`src/rtl/shift_sequencer.sv`:
```
// shift_sequencer
//   Iterative shift controller for the CPU's 8-bit shift unit. An accepted
//   instruction is executed one bit position per clock. Completion is
//   reported with a one-cycle done pulse. Immediate, zero-amount and
//   illegal ops complete in a single cycle without shifting.
//
// Ports
//   clk         system clock, rising edge
//   rst_n       asynchronous active-low reset
//   start_i     request, sampled only while idle
//   instr_i     [AMTW+2:3] shift amount, [2:0] op
//               (000 LSL, 001 LSR, 010 RSR, 011 RSL, 100 ASR, 101-111 illegal)
//   imm_i       immediate: result is in_data_i unchanged
//   in_data_i   operand, sampled with start_i
//   busy_o      operation in progress (accept+1 through done cycle)
//   done_o      one-cycle completion pulse
//   out_data_o  result, valid with done_o, held until the next accept
//   carry_o     last bit shifted out or wrapped
//   zero_o      out_data_o == 0, valid with done_o, held
//   illegal_o   op was 101-111 (non-immediate), valid with done_o, held
//
// WIDTH must equal 2**AMTW.
module shift_sequencer #(
    parameter int WIDTH = 8,
    parameter int AMTW  = 3
) (
    input  logic              clk,
    input  logic              rst_n,
    input  logic              start_i,
    input  logic [AMTW+2:0]   instr_i,
    input  logic              imm_i,
    input  logic [WIDTH-1:0]  in_data_i,
    output logic              busy_o,
    output logic              done_o,
    output logic [WIDTH-1:0]  out_data_o,
    output logic              carry_o,
    output logic              zero_o,
    output logic              illegal_o
);

    typedef enum logic [1:0] {IDLE, SHIFT, DONE} state_t;

    localparam logic [2:0] OP_LSL = 3'b000;
    localparam logic [2:0] OP_LSR = 3'b001;
    localparam logic [2:0] OP_RSR = 3'b010;
    localparam logic [2:0] OP_RSL = 3'b011;
    localparam logic [2:0] OP_ASR = 3'b100;

    state_t            state_q, state_d;
    logic [AMTW-1:0]   cnt_q, cnt_d;
    logic [WIDTH-1:0]  work_q, work_d;
    logic [2:0]        op_q, op_d;
    logic              carry_q, carry_d;
    logic              zero_q, zero_d;
    logic              illegal_q, illegal_d;

    logic [2:0]        op_in;
    logic [AMTW-1:0]   amt_in;
    logic              op_bad;
    logic [WIDTH-1:0]  step_w;
    logic              step_c;

    assign op_in  = instr_i[2:0];
    assign amt_in = instr_i[AMTW+2:3];
    assign op_bad = (op_in > OP_ASR);

    // One-bit step of the latched op on the work register.
    always_comb begin
        step_w = work_q;
        step_c = carry_q;
        case (op_q)
            OP_LSL: begin step_w = {work_q[WIDTH-2:0], 1'b0};            step_c = work_q[WIDTH-1]; end
            OP_LSR: begin step_w = {1'b0, work_q[WIDTH-1:1]};            step_c = work_q[0];       end
            OP_ASR: begin step_w = {work_q[WIDTH-1], work_q[WIDTH-1:1]}; step_c = work_q[0];       end
            OP_RSR: begin step_w = {work_q[0], work_q[WIDTH-1:1]};       step_c = work_q[0];       end
            OP_RSL: begin step_w = {work_q[WIDTH-2:0], work_q[WIDTH-1]}; step_c = work_q[WIDTH-1]; end
            default: ;
        endcase
    end

    always_comb begin
        state_d   = state_q;
        cnt_d     = cnt_q;
        work_d    = work_q;
        op_d      = op_q;
        carry_d   = carry_q;
        zero_d    = zero_q;
        illegal_d = illegal_q;
        case (state_q)
            IDLE: begin
                if (start_i) begin
                    work_d    = in_data_i;
                    op_d      = op_in;
                    cnt_d     = amt_in;
                    carry_d   = 1'b0;
                    // Immediate mode overrides op decoding entirely.
                    illegal_d = ~imm_i & op_bad;
                    if (imm_i || amt_in == '0 || op_bad) begin
                        state_d = DONE;
                        zero_d  = (in_data_i == '0);
                    end else begin
                        state_d = SHIFT;
                    end
                end
            end
            SHIFT: begin
                work_d  = step_w;
                carry_d = step_c;
                cnt_d   = cnt_q - AMTW'(1);
                if (cnt_q == AMTW'(1)) begin
                    state_d = DONE;
                    zero_d  = (step_w == '0);
                end
            end
            DONE:    state_d = IDLE;
            default: state_d = IDLE;
        endcase
    end

    always_ff @(posedge clk or negedge rst_n) begin
        if (!rst_n) begin
            state_q   <= IDLE;
            cnt_q     <= '0;
            work_q    <= '0;
            op_q      <= '0;
            carry_q   <= 1'b0;
            zero_q    <= 1'b0;
            illegal_q <= 1'b0;
        end else begin
            state_q   <= state_d;
            cnt_q     <= cnt_d;
            work_q    <= work_d;
            op_q      <= op_d;
            carry_q   <= carry_d;
            zero_q    <= zero_d;
            illegal_q <= illegal_d;
        end
    end

    // Outputs are direct register values or decodes of the state register.
    assign busy_o     = (state_q != IDLE);
    assign done_o     = (state_q == DONE);
    assign out_data_o = work_q;
    assign carry_o    = carry_q;
    assign zero_o     = zero_q;
    assign illegal_o  = illegal_q;

endmodule

```
`config.mk`:
```
export PLATFORM = sky130hd
export DESIGN_NAME = shift_sequencer
export DESIGN_NICKNAME = d
export VERILOG_FILES = /design/src/rtl/shift_sequencer.sv
export SDC_FILE = /design/constraint.sdc
export NUM_CORES = 1
export LEC_CHECK = 0
export BUFFER_PORTS_ARGS = -buffer_cell sky130_fd_sc_hd__buf_2
export CAP_MARGIN = 20
export CORE_MARGIN = 5
export CORE_UTILIZATION = 30
export DETAILED_ROUTE_END_ITERATION = 16
export HOLD_SLACK_MARGIN = 0.1
export PLACE_DENSITY = 0.52
export SLEW_MARGIN = 20
export SYNTH_ARGS = -nofsm -noshare
export SYNTH_HDL_FRONTEND = slang
export SYNTH_SLANG_ARGS = --single-unit
```
`constraint.sdc`:
```
create_clock -name clk -period 1.7 [get_ports clk]
set_input_delay 0.34 -clock clk [delete_from_list [all_inputs] [get_ports clk]]
set_output_delay 0.34 -clock clk [all_outputs]
set_load 0.02 [all_outputs]
```
[Yosys cells after proc, flatten, opt, wreduce, memory -nomap -nowiden]
Cells that the tools add are included.
Cells by class
  add/sub/neg operators: 1
  multipliers: 0
  divide/modulo/power cells: 0
  order comparisons: 1
  eq/ne operators: 11
  shift operators: 0
  muxes and demuxes: 16
  bitwise logic cells: 2
  reduce and logical (&&, ||, !) cells: 16
Operators by type and width (number)
  one-hot mux 8 bit (5 select lines): 1
  logical NOT 8 bit: 2
  one-hot mux 8 bit (2 select lines): 1
  two-way mux 8 bit: 1
  == test 3 x 1 -> 1 bit (second input constant): 2
  == test 3 x 2 -> 1 bit (second input constant): 2
  logical NOT 3 bit: 2
  two-way mux 2 bit: 3
  inequality test 2 bit (second input constant): 3
  one-hot mux 1 bit (2 select lines): 3
  one-hot mux 3 bit (2 select lines): 1
  AND reduction 2 bit: 3
  two-way mux 1 bit: 4
  one-hot mux 2 bit (2 select lines): 1
  AND reduction 4 bit: 1
  nonzero test 2 bit: 2
  == test 3 bit (second input constant): 1
  > comparator 3 bit (second input constant): 1
  two-way mux 3 bit: 1
  inequality test 3 bit (second input constant): 1
  AND reduction 3 bit: 1
  OR reduction 3 bit: 1
  subtractor 3 x 1 -> 3 bit (second input constant): 1
  == test 2 x 1 -> 1 bit (second input constant): 1
  other kinds (6): 7
Storage, ports and cells
  register bits after elaboration: 19
  bits in latches: 0
  memory bits (writable): 0
  bits in read-only memories: 0
  bits of input ports: 18
  output and inout bits: 13
  logic and storage cells: 54
  memories kept: 0

[Logic depth before layout (Yosys ltp)]
Gate-level depths: netlist (run 1).
  depth in word-level cells: 6
  mapped depth: 7
  gate-level depth less buffers: 7

[Worst setup path before layout (run 1)]
OpenSTA, ideal clock, no wires.
  path type: register to register
  from: register op_q[1]
  to: register zero_q, in the netlist zero_o
  library setup time: 92 ps
  arrival: 1658 ps
  required time: 1608 ps
  path slack: -50 ps
  cell stages (with the launch flop): 6
  buffers on the path: 0
  clock period less this slack: 1750 ps
  cells stage by stage: dfrtp_1 -> xnor2_2 -> mux2i_1 -> o21ai_2 -> or3_1 -> o31ai_2
On the way
  longest elaborated chain between the ends: 5
  elaborated cells between the ends (all ways): 9
  those cells by class: 4 x eq/ne; 3 x mux; 2 x reduce/logical
RTL lines
  from (decl): RTL line 52  | logic [2:0] op_q, op_d;
  from (signal assigned): RTL line 133  | op_q <= op_d;
  == test 3 x 2 -> 1 bit, or another cell as far along: RTL line 71  | case (op_q)
  one-hot mux 8 bit (5 select lines) (*): RTL line 71
  logical NOT 8 bit (*): RTL line 112  | zero_d = (step_w == '0);
  two-way mux 1 bit (*): RTL line 110  | if (cnt_q == AMTW'(1)) begin
  one-hot mux 1 bit (2 select lines) (*): RTL line 89  | case (state_q)
  to (signal assigned): RTL line 135  | zero_q <= zero_d;
  to (decl): RTL line 54  | logic zero_q, zero_d;
Mark *: on every way between the ends. The rest lies on a longest branch, timed or not. The select of a mux whose other input is x is not followed.
A chain may end at the register's enable or synchronous reset.

[Worst setup path in the final report (run 1)]
Ends and elaborated chain as after synthesis.

==> impl_metrics.yaml, run 1 <==
worst_setup_path:
  worstSetupPathType: "flip-flop to flip-flop"
  worstPathBufferInverterCount: 0
  cp_cell_sequence: "xnor2_4 -> mux2i_1 -> o21ai_2 -> or3_4 -> o31ai_2"
  crit_slowest_cell: "dfrtp_2"
  critPathMaxStageDelay_ps: 490
  path_max_fanout: 7
  setup.worst_path.end_class: "flip-flop"
  cp.arrival_ps: 1970
  cp_top_family: "flip-flops"
  start_kind: "flip-flop"
  critPathRequiredTime_ps: 1880
pwr:
  power_mw: 3.06
  p_sw_frac: 0.442
  p_int_mw: 1.71
  p_leak_nw: 0.803
  combPwrFrac: 0.622
  powerDensity_nw_per_um2: 1750
  seq_power_share: 0.270
  p_sw_mw: 1.35
  pwr-share-clk: 0.108
  vdd_drop_max_mv: 0.686
place:
  dp_cells: 235
  post_dp_cell_area_um2: 1660
  io_buffers: 30
  hpwl_mm: 2.89
  gp_congestion: 0.819
  pre_cts_ws_ps: -57.2
timing:
  finalSetupTns_ps: -86.1
  skew_ps: 5.86
  timing.fmax_mhz: 560
  setup_slack_ps: -86.1
  drv_slew: 0
  layout_min_cycle_time_ps: 1790
  hold_viol: 0
  finalCritPeriodShare: 1.05
  tightestPinTransition_ps: 468
  setup_viol: 1
  slew_headroom: 0.688
  hold_ws_ps: 278
  rsz0062_at_grt: "true"
layout:
  regArea_um2: 478
  fillCellCount: 429
  multi_input_area_um2: 818
  synthToLayoutAreaGrowth_pct: 30.7
  drive_gt1_frac: 0.360
  design_area_um2: 1750
  post-route-util: 0.402
  num_antenna_cells: 0
  fin_cells: 241
  fin_nets: 210
floorplanning:
  die_width_um: 76.8
  die_area_um2: 5900
  die_y_um: 76.8
  io-pin-count: 31
  fp.coreArea_um2: 4350
  num_rows: 24
  start_util: 0.307
outcome:
  violations: "setup timing"
  status: "finished, violations left"
route:
  avgViaCountPerCell: 5.30
  wl_per_cell_um: 16.3
  drt-initial-drc-count: 78
  drt-pass1-iter-count: 4
  routed_wirelength_mm: 3.92
  vias: 1278
  ant_nets: 0
  drc: 0
worst_hold_path:
  hold_path_class: "primary input to flip-flop"
grt:
  antenna_found_initial: 0
  grt_overflow: 0
  grt_start_max_net_pins: 28
  grtUsageTotal: 0.137
  grt_pass1_wl_mm: 6.66
  grt_pass1_vias: 1395
yosys:
  syn_nets: 166
  syn_area_per_cell_um2: 9.17
  yosys.area.top_type_share: 0.355
  netlist_area_um2: 1340
  synthCells: 146
  yosysUniqueCellTypes: 40
  seq_area_frac_synth: 0.355
  ys_ff_latch: 19
  synth-edff-count: 0
  synth_area_leader_cell: "dfrtp_1"
  synthTopCellsByArea: "dfrtp_1 (36%), mux2i_1 (12%), nand2_1 (5.6%)"
  async_flop_share: 1.00
  synth_ff_type: "dfrtp_1"
  yosysMostFrequentCell: "nand2_1"
  synth_warnings: 0
  yosys-top-cells-count: "nand2_1 (20), dfrtp_1 (19), mux2i_1 (16), a21oi_1 (8), o21ai_0 (7)"
clock_tree:
  numCtsBuffers: 3
  clk_transition_reported_paths_ps: 80
  cts_max_level: 1
  worstSkewPairLatency_ps: 260
  cts_tree: "yes"
  clockBufferDepth: 2
  root_buffer: "clkbuf_8"
  clock-sinks: 19
job:
  maxCapViolations: 0
[repair_timing]
action,CTS,global route
hold endpoints to repair,19,0
gates resized for setup,3,3
endpoints found under the setup margin,1,1
hold buffers,1,0
pin swaps,2,1
buffers inserted,1,0
[path summary, 6_finish.rpt]
path,end,startpoint,cells after the start,slack (ps)
worst max-delay path,zero_o,op_q[1],5,-90
worst min-delay path,illegal_o,imm_i,2,280
worst max register to register,zero_o,op_q[1],5,-90
worst min register to register,illegal_o,illegal_o,2,480
max in group asynchronous,op_q[0],rst_n,2,780
min in group asynchronous,out_data_o[5],rst_n,2,560
[power by group through the flow]
stage / clock network (mW) / registers, mW / logic, mW
global placement: 0 / 0.827 / 1.74
detailed placement: 0 / 0.834 / 1.78
CTS: 0.332 / 0.826 / 1.87
floorplan: 0 / 0.958 / 1.01
finish: 0.331 / 0.827 / 1.90
global route: 0.359 / 0.860 / 2.06
[cells by family (layout without fill, tap and decap cells)]
group | Yosys count | count (layout) | share of synthesized area
and+or+nand+nor | 48 | 48 | 0.178
AOI/OAI and AO/OA | 38 | 38 | 0.190
muxes | 21 | 21 | 0.162
DFF | 19 | 19 | 0.355
buffers and inverters | 14 | 57 | 0.0635
adders and majority gates | 3 | 3 | 0.0262
xor gates and xnor gates | 3 | 3 | 0.0252
[area by class of cell]
cell class / instances / area share
multi-input cells: 113 / 0.468
flip-flops and latches: 19 / 0.273
repair buffers: 50 / 0.190
well taps: 52 / 0.0372
clock buffers: 4 / 0.0258
inverters: 3 / 0.00644
[routing by layer]
metal	track usage	wire length [um]
met1	0.169	1670
met4	0.0542	81
met5	0	0
met3	0.0246	146
met2	0.235	2030
[registers in the layout (all words and copies together), names as in the netlist]
| name | cells |
|---|---|
| carry_o | 1 |
| cnt_q | 3 |
| illegal_o | 1 |
| op_q | 3 |
| out_data_o | 8 |
| state_q | 2 |
| zero_o | 1 |
[placed cells by master, fill, tap and decap left out, types with 3 or more instances in the layout]
master | netlist | routed
a211oi_1 | 6 | 6
a21oi_1 | 8 | 8
buf_2 | 0 | 30
buf_4 | 0 | 16
clkbuf_8 | 1 | 3
dfrtp_1 | 19 | 17
inv_1 | 3 | 3
mux2_2 | 4 | 3
mux2i_1 | 16 | 16
nand2_1 | 20 | 20
nor2_1 | 4 | 3
nor2b_1 | 5 | 5
nor3_1 | 5 | 5
o21ai_0 | 7 | 6
o21ai_1 | 2 | 3
o22ai_1 | 3 | 3
or2_1 | 3 | 3
Power figures use the tool's default switching activity.
==> run 2, diff against run 1 <==
--- a/config.mk
+++ b/config.mk
@@ -10,8 +10,10 @@
 export CORE_MARGIN = 5
 export CORE_UTILIZATION = 30
 export DETAILED_ROUTE_END_ITERATION = 16
+export GPL_TIMING_DRIVEN = 0
 export HOLD_SLACK_MARGIN = 0.1
 export PLACE_DENSITY = 0.52
+export RECOVER_POWER = 25
 export SLEW_MARGIN = 20
 export SYNTH_ARGS = -nofsm -noshare
 export SYNTH_HDL_FRONTEND = slang
==> run 2 against run 1 <==
Register-to-register slack worse by 100 ps. Worst setup slack worse by 100 ps. The run still ends with setup timing left. Critical path depth up 1. Largest cell class unchanged. Flip-flop and latch count unchanged. Critical path type unchanged. Wire length down 4.4%. Clock power about the same. Design area up 2.1%.
==> impl_metrics.yaml, run 2 (synthesis results as in run 1) <==
outcome:
  status: "finished, violations left"
  violations: "setup timing"
pwr:
  p_leak_nw: 0.824
  power_mw: 3.14
  vdd_drop_max_mv: 0.536
  powerDensity_nw_per_um2: 1760
floorplanning:
  start_util: 0.307
  die_area_um2: 5900
  io-pin-count: 31
  die_width_um: 76.8
  die_y_um: 76.8
  num_rows: 24
  fp.coreArea_um2: 4350
timing:
  tightestPinTransition_ps: 520
  rsz0062_at_grt: "true"
  setup_slack_ps: -187
  hold_ws_ps: 275
  timing.fmax_mhz: 530
  layout_min_cycle_time_ps: 1890
  setup_viol: 2
  finalCritPeriodShare: 1.11
  skew_ps: 1.73
  drv_slew: 0
  slew_headroom: 0.654
  hold_viol: 0
worst_setup_path:
  critPathRequiredTime_ps: 1870
  start_kind: "flip-flop"
  worstSetupPathType: "flip-flop to flip-flop"
  path_max_fanout: 6
  setup.worst_path.end_class: "flip-flop"
  cp.arrival_ps: 2060
grt:
  grt_pass1_vias: 1299
  grt_overflow: 0
  grt_pass1_wl_mm: 6.35
  grt_start_max_net_pins: 20
  grtUsageTotal: 0.129
  antenna_found_initial: 0
layout:
  fin_nets: 215
  drive_gt1_frac: 0.371
  final_cell_mix: "buf_2 (31), nand2_1 (19), dfrtp_1 (17)"
  design_area_um2: 1790
  num_antenna_cells: 0
  fillCellCount: 428
  largest_register_ffs: 8
  synthToLayoutAreaGrowth_pct: 33.5
  final_common_cell: "buf_2"
clock_tree:
  clockBufferDepth: 2
  numCtsBuffers: 3
  clock-sinks: 19
  cts_max_level: 1
  root_buffer: "clkbuf_8"
  worstSkewPairLatency_ps: 260
  clk_transition_reported_paths_ps: 80
  cts_tree: "yes"
place:
  io_buffers: 30
  pre_cts_ws_ps: -230
  gp_congestion: 0.787
  hpwl_mm: 2.72
  post_dp_cell_area_um2: 1570
route:
  drt-initial-drc-count: 56
  avgViaCountPerCell: 5.13
  vias: 1261
  drc: 0
  ant_nets: 0
  drt-pass1-iter-count: 4
  routed_wirelength_mm: 3.75
  wl_per_cell_um: 15.2
job:
  maxCapViolations: 0
worst_hold_path:
  hold_path_class: "primary input to flip-flop"
run 2: changes by cell type in the layout (fill, tap and decap cells not counted), sizes merged:
cell,before,now
clkinv,0,1
buf,49,47
clkbuf,4,10
run 2: final cells by class:
class	count	area, um2	area share
multi-input cells	113	825	0.461
flip-flops and latches	19	478	0.268
repair buffers	44	282	0.158
plain buffers	11	80.1	0.0448
well taps	52	65.1	0.0364
clock buffers	3	41.3	0.0231
inverters	3	11.3	0.00630
clock inverters	1	5.00	0.00280
run 2: metal layers:
metal / vias to the layer above / share of wire / GRT usage
li1: 619 / - / -
met1: 606 / 0.47 / 0.173
met2: 28 / 0.49 / 0.209
met3: 8 / 0.021 / 0.0141
met4: 0 / 0.025 / 0.0577
met5: - / 0 / 0
run 2: what timing repair did:
item,CTS,global route
hold buffers,1,0
pin swaps,4,5
hold endpoints to repair,19,0
setup endpoints to repair,11,11
cloned,0,0
gates resized for setup,13,4
buffers inserted,9,4
run 2: worst max-delay path, cell delays in order (launching register included):
cell and delay [ps]:
dfrtp_2 450, buf_6 150, or3_1 360, o211ai_1 80, o21ai_1 110, or3_4 400
o31ai_4 250
run 2: final timing paths:
kind	to	from	slack, ps	depth (start not counted)
worst max-delay path	zero_o	op_q[1]	-190	6
worst min-delay path	illegal_o	imm_i	280	2
worst max register to register	zero_o	op_q[1]	-190	6
worst min register to register	illegal_o	illegal_o	480	2
max in group asynchronous	op_q[0]	rst_n	750	2
min in group asynchronous	cnt_q[1]	rst_n	580	2
run 2: through the flow:
step,utilization,setup TNS (ps),std cells
6_report,0.410,-311,246
5_1_grt,0.410,-430,246
4_1_cts,0.399,-191,242
3_5_place_dp,0.361,-1510,228
3_3_place_gp,0.361,-1310,228
2_1_floorplan,-,0,146
run 2: power by group:
part / internal [mW] / total, mW / switching [mW]
Combinational: 1.00 / 1.93 / 0.928
Clock: 0.163 / 0.328 / 0.165
Sequential: 0.624 / 0.887 / 0.263
Total: 1.79 / 3.14 / 1.36
==> run 3, diff against run 2 <==
--- a/config.mk
+++ b/config.mk
@@ -5,6 +5,7 @@
 export SDC_FILE = /design/constraint.sdc
 export NUM_CORES = 1
 export LEC_CHECK = 0
+export ABC_AREA = 1
 export BUFFER_PORTS_ARGS = -buffer_cell sky130_fd_sc_hd__buf_2
 export CAP_MARGIN = 20
 export CORE_MARGIN = 5
@@ -12,7 +13,7 @@
 export DETAILED_ROUTE_END_ITERATION = 16
 export GPL_TIMING_DRIVEN = 0
 export HOLD_SLACK_MARGIN = 0.1
-export PLACE_DENSITY = 0.52
+export PLACE_DENSITY = 0.53
 export RECOVER_POWER = 25
 export SLEW_MARGIN = 20
 export SYNTH_ARGS = -nofsm -noshare
==> run 3 against run 2 <==
The run now ends clean. Sequential power increased by 2.6%. Die area decreased by 4.2%. Clock skew is essentially flat. Synthesized cell count grew 19%. Design area is 13% lower. Combinational power is 3% higher. Flip-flop and latch count unchanged. Critical path depth increased by 1.
==> impl_metrics.yaml, run 3 <==
outcome:
  status: "complete, no violations"
layout:
  post-route-util: 0.381
  final_cell_mix: "nand2_1 (43), buf_2 (31), inv_1 (20)"
  synthToLayoutAreaGrowth_pct: 21.4
  fin_nets: 230
  fin_cells: 259
  num_antenna_cells: 0
  drive_gt1_frac: 0.273
  final_common_cell: "nand2_1"
  largest_register_ffs: 8
worst_hold_path:
  hold_path_class: "primary input to flip-flop"
  min_path_cells: 2
  worstHoldStart: "imm_i"
  min_to: "illegal_o"
clock_tree:
  cts_tree: "yes"
  clk_transition_reported_paths_ps: 80
  numCtsBuffers: 3
  clockBufferDepth: 2
  root_buffer: "clkbuf_8"
  clock-sinks: 19
  cts_max_level: 1
  post_cts_buffers: 0
  worstSkewPairLatency_ps: 270
timing:
  setup_viol: 0
  drv_slew: 0
  finalSetupTns_ps: 0
  tightestPinTransition_ps: 495
  skew_ps: 1.71
  timing.fmax_mhz: 656
  slew_headroom: 0.670
  hold_viol: 0
  rsz0062_at_grt: "false"
  layout_min_cycle_time_ps: 1520
  hold_ws_ps: 271
  finalCritPeriodShare: 0.897
floorplanning:
  die_area_um2: 5650
  start_util: 0.314
  num_rows: 23
  die_width_um: 75.2
  io-pin-count: 31
  die_y_um: 75.2
  fp.coreArea_um2: 4060
route:
  routed-wl-met2_mm: 1.62
  avgViaCountPerCell: 4.95
  highest_layer: "met4"
  routed_wirelength_mm: 3.55
  vias: 1283
  drt-initial-drc-count: 69
  wl_met1_mm: 1.73
  wl_per_cell_um: 13.7
  wl_met3_um: 170
  drt-pass1-iter-count: 4
  drc: 0
  ant_nets: 0
worst_setup_path:
  start_kind: "flip-flop"
  cp.arrival_ps: 1680
  r2r_start: "state_q[0]"
  setup.worst_path.end_class: "flip-flop"
  worstRegToRegCells: 7
  path_max_fanout: 8
  critPathRequiredTime_ps: 1860
  worstReg2RegEnd: "zero_o"
  r2r_slack_ps: 180
  worstSetupPathType: "flip-flop to flip-flop"
yosys:
  synth_warnings: 0
  ys_ff_latch: 19
  async_flop_share: 1.00
  synth_area_leader_cell: "dfrtp_1"
  syn_nets: 194
  synthCells: 174
  synth-edff-count: 0
  yosysMostFrequentCell: "nand2_1"
  seq_area_frac_synth: 0.373
  yosys-top-cells-count: "nand2_1 (43), inv_1 (20), dfrtp_1 (19), nand3_1 (17), nor2_1 (12)"
  syn_area_per_cell_um2: 7.32
  synthTopCellsByArea: "dfrtp_1 (37%), nand2_1 (13%), nand3_1 (6.7%)"
  yosysUniqueCellTypes: 31
  synth_ff_type: "dfrtp_1"
  yosys.area.top_type_share: 0.373
  netlist_area_um2: 1270
grt:
  antenna_found_initial: 0
  grt_pass1_vias: 1262
  grt_pass1_wl_mm: 6.13
  grtUsageTotal: 0.143
  grt_start_max_net_pins: 20
  grt_overflow: 0
place:
  io_buffers: 30
  dp_cells: 254
  hpwl_mm: 2.76
  gp_congestion: 0.858
job:
  maxCapViolations: 0
pwr:
  power_mw: 3.23
  vdd_drop_max_mv: 0.848
  p_leak_nw: 0.791
  powerDensity_nw_per_um2: 2090
==> run 3: cell count changes after synthesis, sizes merged, moves of 5 or more <==
cell | previous run | this run
a211oi | 6 | 0
nand3 | 2 | 19
mux2i | 16 | 0
nor2b | 5 | 0
nor2 | 4 | 18
mux2 | 5 | 0
inv | 3 | 23
nand2 | 20 | 49
==> run 3: worst max path at each step <==
stage          startpoint             to  slack, ps  cells past startpoint
5_1_grt        state_q[0]         zero_o          1                      8
4_1_cts        state_q[0]       cnt_q[0]         90                      5
3_3_place_gp   state_q[0]  out_data_o[1]         90                      5
6_report       state_q[0]         zero_o        180                      7
2_1_floorplan  state_q[0]         zero_o        290                      7
3_5_place_dp   state_q[0]       cnt_q[0]        110                      5
==> run 3: kinds of logic (layout without fill, tap and decap cells) <==
kind of cell	count (synthesis)	count (layout)	share of synthesized area
compound gates	33	33	0.157
xor+xnor	1	1	0.00688
fa+ha+maj	2	2	0.0196
buf+inv	27	62	0.0815
flops	19	19	0.373
simple gates	92	92	0.361
==> run 3: what timing repair did <==
| action | in CTS | in global routing |
|---|---|---|
| gates resized for setup | 0 | 4 |
| hold buffers | 1 | 0 |
| setup endpoints to repair | 0 | 8 |
| hold endpoints to repair | 19 | 0 |
==> run 3: cell type report <==
type,count,area (um2)
Fill cell,450,2510
Clock inverter,1,5.00
Buffer,3,13.8
Sequential cell,19,477
Inverter,24,92.6
Timing Repair Buffer,31,160
Tap cell,50,62.6
Multi-Input combinational cell,128,694
Clock buffer,3,41.3
==> run 3: per-layer routing <==
| layer | up-vias | GRT usage |
|---|---|---|
| li1 | 649 | - |
| met1 | 600 | 0.209 |
| met2 | 30 | 0.222 |
| met3 | 4 | 0.0347 |
| met4 | 0 | 0.0175 |
| met5 | - | 0 |
==> run 3: worst max-delay path, stage by stage, from the launching register on <==
cell and delay [ps]:
dfrtp_1 420, or2_2 320, nor2_4 170, inv_2 110
o21ai_0 90, nand2_1 90, nor2_1 150, a21oi_2 70
==> run 3: through the flow <==
| step | setup slack, ps | area (um2) |
|---|---|---|
| 2_1_floorplan | 287 | 1270 |
| 3_3_place_gp | 91.8 | 1490 |
| 3_5_place_dp | 114 | 1490 |
| 4_1_cts | 87.6 | 1540 |
| 5_1_grt | 1.02 | 1550 |
| 6_report | 176 | 1550 |
==> run 3: power by group <==
| part | switching, mW | internal, mW | total (mW) |
|---|---|---|---|
| Clock | 0.177 | 0.164 | 0.340 |
| Sequential | 0.237 | 0.673 | 0.910 |
| Combinational | 1.31 | 0.679 | 1.98 |
